<file path="config.mk">
export PLATFORM = sky130hd
export DESIGN_NAME = pipelined_shifter_flat
export DESIGN_NICKNAME = d
export VERILOG_FILES = /design/src/rtl/shifter_pkg.sv /design/src/rtl/pipelined_shifter_if.sv /design/src/rtl/shifter_stage.sv /design/src/rtl/pipelined_shifter.sv /design/src/flat_wrapper.sv
export SDC_FILE = /design/constraint.sdc
export NUM_CORES = 1
export LEC_CHECK = 0
export BUFFER_PORTS_ARGS = -buffer_cell sky130_fd_sc_hd__buf_4
export CAP_MARGIN = 25
export CORE_MARGIN = 5
export CORE_UTILIZATION = 53
export DETAILED_ROUTE_END_ITERATION = 6
export GPL_TIMING_DRIVEN = 0
export PLACE_DENSITY = 0.73
export SKIP_CTS_REPAIR_TIMING = 1
export SLEW_MARGIN = 20
export SYNTH_ARGS = -nofsm -noshare
export SYNTH_HDL_FRONTEND = slang
export SYNTH_SLANG_ARGS = --single-unit
export TNS_END_PERCENT = 100
</file>
<file path="constraint.sdc">
create_clock -name clk -period 2.7 [get_ports clk]
set_clock_uncertainty 0.2 [all_clocks]
set_input_delay 0.27 -clock clk [delete_from_list [all_inputs] [get_ports clk]]
set_output_delay 0.27 -clock clk [all_outputs]
set_load 0.03 [all_outputs]
</file>
<file path="src/rtl/shifter_pkg.sv">
// ============================================================================
// Module   : shifter_pkg
// Brief    : Shift-mode encoding and pipeline step-distribution helpers.
// Revision : 1.0
// ============================================================================
`default_nettype none

package shifter_pkg;

   localparam int SH_MODE_W = 2;

   typedef enum logic [SH_MODE_W-1:0] {
      SH_SLL = 2'b00,
      SH_SRL = 2'b01,
      SH_SRA = 2'b10,
      SH_ROL = 2'b11
   } sh_mode_e;

   // Leftover binary steps go to the earliest stages.
   function automatic int stage_first(input int idx, input int nsteps, input int nstages);
      int base;
      int rem;
      base = nsteps / nstages;
      rem  = nsteps % nstages;
      return idx * base + ((idx < rem) ? idx : rem);
   endfunction

   function automatic int stage_count(input int idx, input int nsteps, input int nstages);
      int base;
      int rem;
      base = nsteps / nstages;
      rem  = nsteps % nstages;
      return base + ((idx < rem) ? 1 : 0);
   endfunction

endpackage

`default_nettype wire

</file>
<file path="src/rtl/pipelined_shifter_if.sv">
// ============================================================================
// Module   : pipelined_shifter_if
// Brief    : Valid/ready operand and result bus of the pipelined shifter.
// Revision : 1.0
// ============================================================================
`default_nettype none

interface pipelined_shifter_if
   import shifter_pkg::*;
#(
   parameter int WIDTH = 32
) ();

   localparam int SHAMT_W = $clog2(WIDTH);

   logic               in_valid;
   logic               in_ready;
   logic [WIDTH-1:0]   in_data;
   logic [SHAMT_W-1:0] in_shamt;
   sh_mode_e           in_mode;
   logic               out_valid;
   logic               out_ready;
   logic [WIDTH-1:0]   out_data;
   logic               out_zero;

   modport master (
      output in_valid, in_data, in_shamt, in_mode, out_ready,
      input  in_ready, out_valid, out_data, out_zero
   );

   modport slave (
      input  in_valid, in_data, in_shamt, in_mode, out_ready,
      output in_ready, out_valid, out_data, out_zero
   );

endinterface

`default_nettype wire

</file>
<file path="src/rtl/shifter_stage.sv">
// ============================================================================
// Module   : shifter_stage
// Brief    : One register stage performing binary shift steps FIRST..FIRST+COUNT-1.
//            Rotate path built only with PIPELINED_SHIFTER_ROTATE_EN defined.
// Revision : 1.0
// ============================================================================
`default_nettype none

module shifter_stage
   import shifter_pkg::*;
#(
   parameter int WIDTH   = 32,
   parameter int SHAMT_W = $clog2(WIDTH),
   parameter int FIRST   = 0,
   parameter int COUNT   = 1
) (
   input  wire logic               clk,
   input  wire logic               rst,
   input  wire logic               i_en,
   input  wire logic               i_valid,
   input  wire logic [WIDTH-1:0]   i_data,
   input  wire logic [SHAMT_W-1:0] i_shamt,
   input  wire sh_mode_e           i_mode,
   input  wire logic               i_msb,
   output logic                    o_valid,
   output logic [WIDTH-1:0]        o_data,
   output logic [SHAMT_W-1:0]      o_shamt,
   output sh_mode_e                o_mode,
   output logic                    o_msb
);

   logic [WIDTH-1:0]   w_data;
   logic [SHAMT_W-1:0] w_bits;

   logic               r_valid;
   logic [WIDTH-1:0]   r_data;
   logic [SHAMT_W-1:0] r_shamt;
   sh_mode_e           r_mode;
   logic               r_msb;

   // SRA fills from the operand's original sign, not the partially shifted word.
   function automatic logic [WIDTH-1:0] shift_step(
      input logic [WIDTH-1:0] d,
      input int               amt,
      input sh_mode_e         m,
      input logic             msb
   );
      logic [WIDTH-1:0] fill;
      fill = ~({WIDTH{1'b1}} >> amt);
      case (m)
         SH_SRL:  return d >> amt;
         SH_SRA:  return (d >> amt) | (msb ? fill : '0);
`ifdef PIPELINED_SHIFTER_ROTATE_EN
         SH_ROL:  return (d << amt) | (d >> (WIDTH - amt));
`endif
         default: return d << amt;
      endcase
   endfunction

   always_comb begin
      w_data = i_data;
      w_bits = i_shamt >> FIRST;
      for (int k = FIRST; k < FIRST + COUNT; k++) begin
         if (w_bits[0]) begin
            w_data = shift_step(w_data, 1 << k, i_mode, i_msb);
         end
         w_bits = w_bits >> 1;
      end
   end

   always_ff @(posedge clk or posedge rst) begin
      if (rst) begin
         r_valid <= 1'b0;
         r_data  <= '0;
         r_shamt <= '0;
         r_mode  <= SH_SLL;
         r_msb   <= 1'b0;
      end else if (i_en) begin
         r_valid <= i_valid;
         if (i_valid) begin
            r_data  <= w_data;
            r_shamt <= i_shamt;
            r_mode  <= i_mode;
            r_msb   <= i_msb;
         end
      end
   end

   assign o_valid = r_valid;
   assign o_data  = r_data;
   assign o_shamt = r_shamt;
   assign o_mode  = r_mode;
   assign o_msb   = r_msb;

endmodule

`default_nettype wire

</file>
<file path="src/rtl/pipelined_shifter.sv">
// ============================================================================
// Module   : pipelined_shifter
// Brief    : Valid/ready pipelined SLL/SRL/SRA/ROL unit, STAGES register stages.
//            Define PIPELINED_SHIFTER_ROTATE_EN to build ROL; otherwise mode 11 = SLL.
// Revision : 1.0
// ============================================================================
`default_nettype none

module pipelined_shifter
   import shifter_pkg::*;
#(
   parameter int WIDTH  = 32,
   parameter int STAGES = 2
) (
   input  wire logic          clk,
   input  wire logic          rst,
   pipelined_shifter_if.slave bus
);

   localparam int SHAMT_W = $clog2(WIDTH);

   logic               w_valid [0:STAGES];
   logic [WIDTH-1:0]   w_data  [0:STAGES];
   logic [SHAMT_W-1:0] w_shamt [0:STAGES];
   sh_mode_e           w_mode  [0:STAGES];
   logic               w_msb   [0:STAGES];
   logic [STAGES-1:0]  w_en;
   logic               w_full;

   assign w_valid[0] = bus.in_valid;
   assign w_data[0]  = bus.in_data;
   assign w_shamt[0] = bus.in_shamt;
   assign w_mode[0]  = bus.in_mode;
   assign w_msb[0]   = bus.in_data[WIDTH-1];

   // A stage may load unless it and every stage after it are full and the output stalls.
   always_comb begin
      w_full = 1'b1;
      w_en   = '0;
      for (int i = STAGES - 1; i >= 0; i--) begin
         w_full  = w_full & w_valid[i+1];
         w_en[i] = !w_full || bus.out_ready;
      end
   end

   for (genvar gi = 0; gi < STAGES; gi++) begin : g_stage
      shifter_stage #(
         .WIDTH   (WIDTH),
         .SHAMT_W (SHAMT_W),
         .FIRST   (stage_first(gi, SHAMT_W, STAGES)),
         .COUNT   (stage_count(gi, SHAMT_W, STAGES))
      ) u_stage (
         .clk     (clk),
         .rst     (rst),
         .i_en    (w_en[gi]),
         .i_valid (w_valid[gi]),
         .i_data  (w_data[gi]),
         .i_shamt (w_shamt[gi]),
         .i_mode  (w_mode[gi]),
         .i_msb   (w_msb[gi]),
         .o_valid (w_valid[gi+1]),
         .o_data  (w_data[gi+1]),
         .o_shamt (w_shamt[gi+1]),
         .o_mode  (w_mode[gi+1]),
         .o_msb   (w_msb[gi+1])
      );
   end

   assign bus.in_ready  = w_en[0];
   assign bus.out_valid = w_valid[STAGES];
   assign bus.out_data  = w_data[STAGES];
   assign bus.out_zero  = ~|w_data[STAGES];

endmodule

`default_nettype wire

</file>
<file path="src/flat_wrapper.sv">
// flat-port wrapper written by rule: the top's interface ports become plain ports
module pipelined_shifter_flat import shifter_pkg::*;
#(
   parameter int WIDTH  = 32,
   parameter int STAGES = 2
)
  (clk, rst, bus_in_valid, bus_in_data, bus_in_shamt, bus_in_mode, bus_out_ready, bus_in_ready, bus_out_valid, bus_out_data, bus_out_zero);
  pipelined_shifter_if #(.WIDTH(WIDTH)) bus_i ();
  input  wire logic clk;
  input  wire logic rst;
  input wire logic [$bits(bus_i.in_valid)-1:0] bus_in_valid;
  input wire logic [$bits(bus_i.in_data)-1:0] bus_in_data;
  input wire logic [$bits(bus_i.in_shamt)-1:0] bus_in_shamt;
  input wire logic [$bits(bus_i.in_mode)-1:0] bus_in_mode;
  input wire logic [$bits(bus_i.out_ready)-1:0] bus_out_ready;
  output wire logic [$bits(bus_i.in_ready)-1:0] bus_in_ready;
  output wire logic [$bits(bus_i.out_valid)-1:0] bus_out_valid;
  output wire logic [$bits(bus_i.out_data)-1:0] bus_out_data;
  output wire logic [$bits(bus_i.out_zero)-1:0] bus_out_zero;
  assign bus_i.in_valid = bus_in_valid;
  assign bus_i.in_data = bus_in_data;
  assign bus_i.in_shamt = bus_in_shamt;
  assign bus_i.in_mode = bus_in_mode;
  assign bus_i.out_ready = bus_out_ready;
  assign bus_in_ready = bus_i.in_ready;
  assign bus_out_valid = bus_i.out_valid;
  assign bus_out_data = bus_i.out_data;
  assign bus_out_zero = bus_i.out_zero;
  pipelined_shifter #(.WIDTH(WIDTH), .STAGES(STAGES)) u_core (.clk(clk), .rst(rst), .bus(bus_i));
endmodule
</file>
==> results.md, run 1 <==
- Dpl ws: -0.299 ns
- Post-layout nets: 1002
- Non-Filler Instances: about 1100
- Final period util: 101%
- Seq cells post-synth: 71
- Overall routed net length: 28.6 mm
- Slew margin rel.: 39.7%
- H-tree level count: 3
- Num CTS Buffers: 9
- Placed cells: 1083
- # DRC: 14
- Initial antenna violation count: 0
- Layout cells sized above 1: 18.1%
- Register clock-pin slew on the reported worst setup and hold paths: ~0.050 ns
- Fill count: 1035
- Top cells by area, synth: dfrtp_1 27%, a21oi_1 6.0%, nand2_1 5.3%, o21ai_0 5.0%, nor2_1 4.9%
- Final Worst Setup Slack: -0.0295 ns
- Core area: 12000 µm²
- Final instance area: 7650 µm²
- Hold WS: -0.00993 ns
- CTS Sinks: between 70 and 80
- Synth async-reset ratio: 100%
- Clock tree buffer depth: 2
- Maximum vdd ir drop: 0.296 mV
- Slew Limit Fails: 0
- TritonRoute pass-1 iters: 7
- Yosys top cell area share: 27.5%
- R2R Setup Slk: 0.05 ns
- Worst Setup Start Kind: input pin
- Power per cell area: 676 nW/µm²
- Register area share after synthesis: between 20% and 30%
- Gr ovfl total: 0
- Hold Crit Class: input pin to flip-flop
- Register area: 1780 µm²
- Clk root buf: clkbuf_16
- Static leakage: 3.06 nW
- Maxcap violations: 0
- Antenna Nets Post-Route: 0
- Top_reg_cell synth: dfrtp_1
- Number of flops mapped to enable cells by yosys: 0
- Routed length per instance: 25.9 µm
- Mean post-synth cell area: between 7 and 8 µm²
- Global-route wire length before repair: 43.8 mm
- Horiz. Die Dim: 120 µm
- Failing checks: design-rule violations, negative hold slack, negative setup slack
- Synthesized Nets: 907
- CP required: roughly 2.7 ns
- Clk_lat worst skew: 0.34 ns
- Worst-path maximum fanout: 10
- Setup Total Neg Slack: -0.0295 ns
- Multi-input logic area: 4190 µm²
- Outcome: finished with violations
- Final HPWL DP: about 22 mm
- I/O Buffers: 76
- Area growth syn-to-layout: 18.3%
- I/O Pins: about 80
- Die Y: 120 µm
- Worst Path Arrival: 2.71 ns
- Row Count: 40
- Final setup fails: 1
- 1st-iter DRT viols: 1386
- Worst Tran Pin Value: between 0.8 and 0.9 ns
- Mapped Cells: 859
- Pin count of the biggest net entering global routing: 37
- Number of global-route vias before repair: approximately 7600
- Final Hold Vio Count: 2
- GPL Wtd Cong: 1.13
- Time the worst path needs with I/O delays and setup: 2.73 ns
- Crit end category: flip-flop
- Placed inst area: 7240 µm²
- Cell Area, Synth: 6460 µm²
- Post-layout util: approximately 64%
- Via count: 8115
- Inserted Diodes: 0
- Synth unique cells: 80
- CTS tree: built
- Via-to-Cell Ratio: 7.34
- Starting Density: 54.0%
- DIE AREA: 14500 µm²
- Synth warn: 0
- Area leader, netlist: dfrtp_1
- Critical path class: input pin to flip-flop
- FMAX: 366 MHz
- Total Routing Usage GR: 38.9%
==> state kept, by name, summed over array words and instances (netlist names) <==
signal and count:
u_core.g_stage.u_stage.o_shamt 2, u_core.g_stage.u_stage.o_data 64, u_core.g_stage.u_stage.o_valid 2, u_core.g_stage.u_stage.o_mode 2, u_core.g_stage.u_stage.o_msb 1
==> layout by cell type (no fill, tap or decap), types with 5 or more instances in the layout <==
| cell | n |
|---|---|
| mux2i_1 | 8 |
| nor2b_1 | 12 |
| nor3_1 | 13 |
| a221oi_2 | 5 |
| o31ai_1 | 12 |
| mux2_2 | 12 |
| buf_2 | 22 |
| o22ai_1 | 10 |
| clkbuf_16 | 9 |
| a221oi_1 | 8 |
| clkbuf_8 | 6 |
| a31oi_1 | 39 |
| o21ai_0 | 65 |
| buf_6 | 5 |
| a211oi_1 | 23 |
| nor4_1 | 11 |
| nand3_1 | 28 |
| clkbuf_1 | 46 |
| dfrtp_1 | 71 |
| a22oi_1 | 21 |
| o21ai_1 | 17 |
| buf_4 | 82 |
| a311oi_1 | 6 |
| nand2_1 | 92 |
| inv_1 | 9 |
| a221o_1 | 9 |
| o211ai_1 | 21 |
| a21o_1 | 5 |
| and2_1 | 9 |
| ha_1 | 5 |
| o32ai_1 | 7 |
| nor2_1 | 84 |
| a21oi_1 | 77 |
| nand2b_1 | 18 |
==> report_power, final <==
group,total [mW],internal (mW),switching [mW],leakage (nW)
combinational,2.30,0.794,1.51,2.04
clock,1.28,0.857,0.425,0.160
sequential,1.58,1.30,0.276,0.870
==> critical path, stage by stage <==
cell	delay, ns
buf_4	0.11
inv_1	0.04
ha_1	0.19
buf_6	0.14
o21bai_2	0.47
clkbuf_2	0.38
nor3_1	0.09
a2111oi_0	0.80
a211oi_1	0.20
==> final timing paths <==
kind                                                     start                              endpoint  cells after the start
setup / recovery                                bus_in_mode[0]   u_core.g_stage[0].u_stage.o_data[8]                      9
hold / removal                                  bus_in_mode[0]   u_core.g_stage[0].u_stage.o_mode[0]                      3
setup reg to reg           u_core.g_stage[0].u_stage.o_mode[0]  u_core.g_stage[1].u_stage.o_data[30]                      8
hold reg to reg                u_core.g_stage[0].u_stage.o_msb       u_core.g_stage[0].u_stage.o_msb                      2
max in group asynchronous                                  rst   u_core.g_stage[0].u_stage.o_data[6]                      4
min in group asynchronous                                  rst  u_core.g_stage[0].u_stage.o_shamt[4]                      3
==> synth_stat cells (6+ instances only) <==
master / number
a211oi_1: 23
a21oi_1: 78
a221o_1: 9
a221oi_1: 8
a22oi_1: 21
a311oi_1: 6
a31oi_1: 39
and2_1: 9
buf_2: 22
clkbuf_1: 47
dfrtp_1: 71
inv_1: 10
mux2_2: 12
mux2i_1: 8
nand2_1: 92
nand2b_1: 18
nand3_1: 28
nor2_1: 84
nor2b_1: 13
nor3_1: 13
nor4_1: 11
o211ai_1: 21
o21ai_0: 65
o21ai_1: 17
o22ai_1: 11
o31ai_1: 12
o32ai_1: 7
==> per-layer routing <==
layer	global-route usage, %	part of all wire, %	wire length (µm)
met1	46.6	36	10300
met2	60.8	43	12400
met3	9.54	12	3420
met4	27.8	9.0	2560
met5	0	0	0
==> kinds of logic (layout without fill, tap and decap cells) <==
| group | after synthesis | after routing | synth area share, % |
|---|---|---|---|
| muxes | 21 | 21 | 3.68 |
| buffers and inverters | 98 | 198 | 7.84 |
| adders and majority gates | 5 | 5 | 0.968 |
| and+or+nand+nor | 293 | 293 | 21.1 |
| AOI/OAI and AO/OA | 371 | 371 | 39.0 |
| DFF | 71 | 71 | 27.5 |
==> final cells by class <==
cell class / count / share of cell area (%)
Sequential cell: 71 / 23.2
Buffer: 85 / 5.94
Timing Repair Buffer: 85 / 8.64
Multi-Input combinational cell: 690 / 54.8
Inverter: 12 / 0.704
Clock buffer: 13 / 3.40
Tap cell: 147 / 2.41
Clock inverter: 3 / 0.851
==> through the flow <==
step / power (mW) / hold slack, ns
floorplan: 2.93 / 0.175
global placement: 3.74 / 0.265
detailed placement: 3.77 / 0.108
CTS: 5.05 / -0.246
global route: 5.36 / 0.0121
finish: 5.17 / -0.00993
(Power assumes the default switching activity.)
==> run 2, diff against run 1 <==
--- a/config.mk
+++ b/config.mk
@@ -16,5 +16,6 @@
 export SLEW_MARGIN = 20
 export SYNTH_ARGS = -nofsm -noshare
 export SYNTH_HDL_FRONTEND = slang
+export SYNTH_HIERARCHICAL = 1
 export SYNTH_SLANG_ARGS = --single-unit
 export TNS_END_PERCENT = 100
==> constraint.sdc (replaced) <==
create_clock -name clk -period 3.26 [get_ports clk]
set_clock_uncertainty 0.2 [all_clocks]
set_input_delay 0.326 -clock clk [delete_from_list [all_inputs] [get_ports clk]]
set_output_delay 0.326 -clock clk [all_outputs]
set_load 0.03 [all_outputs]
==> run 2 against run 1 <==
Effect of this change:
- critical endpoint is now u_core/g_stage[0].u_stage/o_data[14]
- sequential power down 12%
- clock-buffer cell count down 1
- largest power group unchanged
- non-clock buffer count down 19
- register-to-register slack gained 0.72 ns
- sequential cell count unchanged
- the flow finishes with violations (design-rule violations, negative hold slack)
- via count shrank 8.1%
- worst setup slack better by 0.52 ns
- largest cell class unchanged
- final cell count fell by 9.0%
- first-iteration DRC count is 5.1% higher
==> results.md, run 2 <==
- GPL Wtd Cong: 1.10 (was 1.13)
- Pwr Total: 4.18 mW (was 5.17 mW)
- Synth warn: 6 (was 0)
- Final setup fails: 0 (was 1)
- Mapped Cells: 773 (was 859)
- Slew margin rel.: 47.4% (was 39.7%)
- Placed cells: 991 (was 1083)
- Horiz. Die Dim: 118 µm (was 120 µm)
- Non-Filler Instances: 1007 (was 1106)
- Initial antenna violation count: 0 (unchanged)
- Global-route wire length before repair: 41.6 mm (was 43.8 mm)
- Setup Total Neg Slack: 0 ns (was -0.0295 ns)
- I/O Pins: 78 (unchanged)
- I/O Buffers: 75 (was 76)
- Slew Limit Fails: 0 (unchanged)
- Hold WS: -0.00505 ns (was -0.00993 ns)
- Post-layout util: 63.2% (was 63.9%)
- Outcome: finished with violations (unchanged)
- Static leakage: 2.93 nW (was 3.06 nW)
- Via-to-Cell Ratio: 7.40 (was 7.34)
- Inserted Diodes: 0 (unchanged)
- Commonest non-fill, non-tap cells in the layout: 86 x buf_4, 79 x nand2_1, 76 x o21ai_0 (was 92 x nand2_1, 84 x nor2_1, 82 x buf_4)
- FF-to-FF path depth: 6 (was 8)
- Commonest non-fill, non-tap cell in the layout: buf_4 (was nand2_1)
- FF-to-FF End: u_core/g_stage[0].u_stage/o_data[16] (was u_core.g_stage[1].u_stage.o_data[30])
- Maximum vdd ir drop: 0.761 mV (was 0.296 mV)
- Register clock-pin slew on the reported worst setup and hold paths: 0.05 ns (about the same)
- Dpl ws: 0.279 ns (was -0.299 ns)
- Number of global-route vias before repair: 7165 (was 7569)
- TritonRoute pass-1 iters: 7 (unchanged)
- Total Routing Usage GR: 37.7% (was 38.9%)
- DIE AREA: 13900 µm² (was 14500 µm²)
- Slowest stage cell, crit path: clkbuf_1 (was a2111oi_0)
- Clock tree buffer depth: 2 (unchanged)
- Critical path endpoint: u_core/g_stage[0].u_stage/o_data[14] (was u_core.g_stage[0].u_stage.o_data[8])
- Mean post-synth cell area: 7.98 µm² (was 7.52 µm²)
- Worst-path maximum fanout: 10 (unchanged)
- Core area: 11400 µm² (was 12000 µm²)
- Worst Path Arrival: 2.79 ns (was 2.71 ns)
- Overall routed net length: 27.1 mm (was 28.6 mm)
- Placed inst area: 6910 µm² (was 7240 µm²)
- 1st-iter DRT viols: 1456 (was 1386)
- Final HPWL DP: 20.7 mm (was 22.0 mm)
- Cell Area, Synth: 6170 µm² (was 6460 µm²)
- Antenna Nets Post-Route: 0 (unchanged)
- CP required: 3.28 ns (was 2.68 ns)
- Maxcap violations: 0 (unchanged)
- Power per cell area: 579 nW/µm² (was 676 nW/µm²)
- Critical Path Start: bus_in_mode[0] (unchanged)
- Worst Tran Pin Value: 0.769 ns (was 0.882 ns)
- Worst Setup Start Kind: input pin (unchanged)
- RSZ-0062 raised after global routing: no
- Starting Density: 54.0% (about the same)
- Via count: 7454 (was 8115)
- CTS tree: built (unchanged)
- Num CTS Buffers: 9 (unchanged)
- Largest register FFs: 64 (unchanged)
- H-tree level count: 3 (unchanged)
- Layout cells sized above 1: 19.4% (was 18.1%)
- Failing checks: design-rule violations, negative hold slack (was design-rule violations, negative hold slack, negative setup slack)
- Reg2reg start: u_core/g_stage[0].u_stage/o_valid (was u_core.g_stage[0].u_stage.o_mode[0])
- R2R Setup Slk: 0.77 ns (was 0.05 ns)
- Critical path class: input pin to flip-flop (unchanged)
- CTS Sinks: 71 (unchanged)
- Pin count of the biggest net entering global routing: 39 (was 37)
- Row Count: 39 (was 40)
- # DRC: 1 (was 14)
- Final period util: 84.9%
- Clk root buf: clkbuf_16 (unchanged)
- Time the worst path needs with I/O delays and setup: 2.77 ns
- Final Worst Setup Slack: 0.492 ns (was -0.0295 ns)
- Die Y: 118 µm (was 120 µm)
- Final Hold Vio Count: 1 (was 2)
- Synthesized Nets: 821 (was 907)
- Fill count: 1039 (was 1035)
- Final instance area: 7220 µm² (was 7650 µm²)
- Crit end category: flip-flop (unchanged)
- Post-layout nets: 908 (was 1002)
- Clk_lat worst skew: 0.33 ns (was 0.34 ns)
- Hold Crit Class: input pin to flip-flop (unchanged)
- Critical Path, Cell by Cell: buf_4 -> inv_1 -> ha_1 -> buf_2 -> inv_1 -> clkbuf_1 -> buf_2 -> nor2_1 -> a32oi_1 -> o211ai_1 -> o221a_2 (was buf_4 -> inv_1 -> ha_1 -> buf_6 -> o21bai_2 -> clkbuf_2 -> nor3_1 -> a2111oi_0 -> a211oi_1)
- Area growth syn-to-layout: 17.0% (was 18.3%)
- CP peak stage delay: 0.51 ns (was 0.80 ns)
- Gr ovfl total: 0 (unchanged)
- FMAX: roughly 360 MHz
- Routed length per instance: 26.9 µm (was 25.9 µm)
-- run 2: critical path: cells and delay by family --
| kind | cells | cell delay [ns] |
|---|---|---|
| buffers and inverters | 6 | 1.46 |
| AOI/OAI and AO/OA | 3 | 0.60 |
| adders and majority gates | 1 | 0.29 |
| and+or+nand+nor | 1 | 0.11 |
-- run 2: routing by layer --
metal / track usage [%] / wire length (µm)
met5: 0 / 0
met4: 26.3 / 2130
met2: 56.9 / 11800
met3: 6.92 / 3070
met1: 48.6 / 10100
-- run 2: cell type report --
class | instances | area, µm² | share of cell area, %
Clock inverter | 3 | 42.5 | 0.589
Sequential cell | 71 | 1780 | 24.6
Buffer | 75 | 372 | 5.15
Tap cell | 143 | 179 | 2.48
Clock buffer | 12 | 256 | 3.55
Multi-Input combinational cell | 614 | 3970 | 55.0
Timing Repair Buffer | 76 | 573 | 7.94
Inverter | 13 | 48.8 | 0.676
-- run 2: how the worst min path moves through the flow --
stage	from	to	slack [ns]	cells past startpoint
after floorplan	bus_in_data[31]	u_core/g_stage[0].u_stage/o_msb	0.23	2
after global placement	u_core/g_stage[0].u_stage/o_shamt[3]	u_core/g_stage[0].u_stage/o_shamt[3]	0.27	2
after detailed placement	u_core/g_stage[0].u_stage/o_shamt[3]	u_core/g_stage[0].u_stage/o_shamt[3]	0.27	2
after CTS	rst	u_core/g_stage[1].u_stage/o_data[25]	-0.07	2
after global routing	bus_in_shamt[3]	u_core/g_stage[0].u_stage/o_shamt[3]	0.002	3
final	bus_in_shamt[3]	u_core/g_stage[0].u_stage/o_shamt[3]	-0.005	3
-- run 2: power by group --
group / internal, mW / switching [mW]
Combinational: 0.650 / 1.16
Clock: 0.628 / 0.343
Sequential: 1.10 / 0.296
Total: 2.38 / 1.80
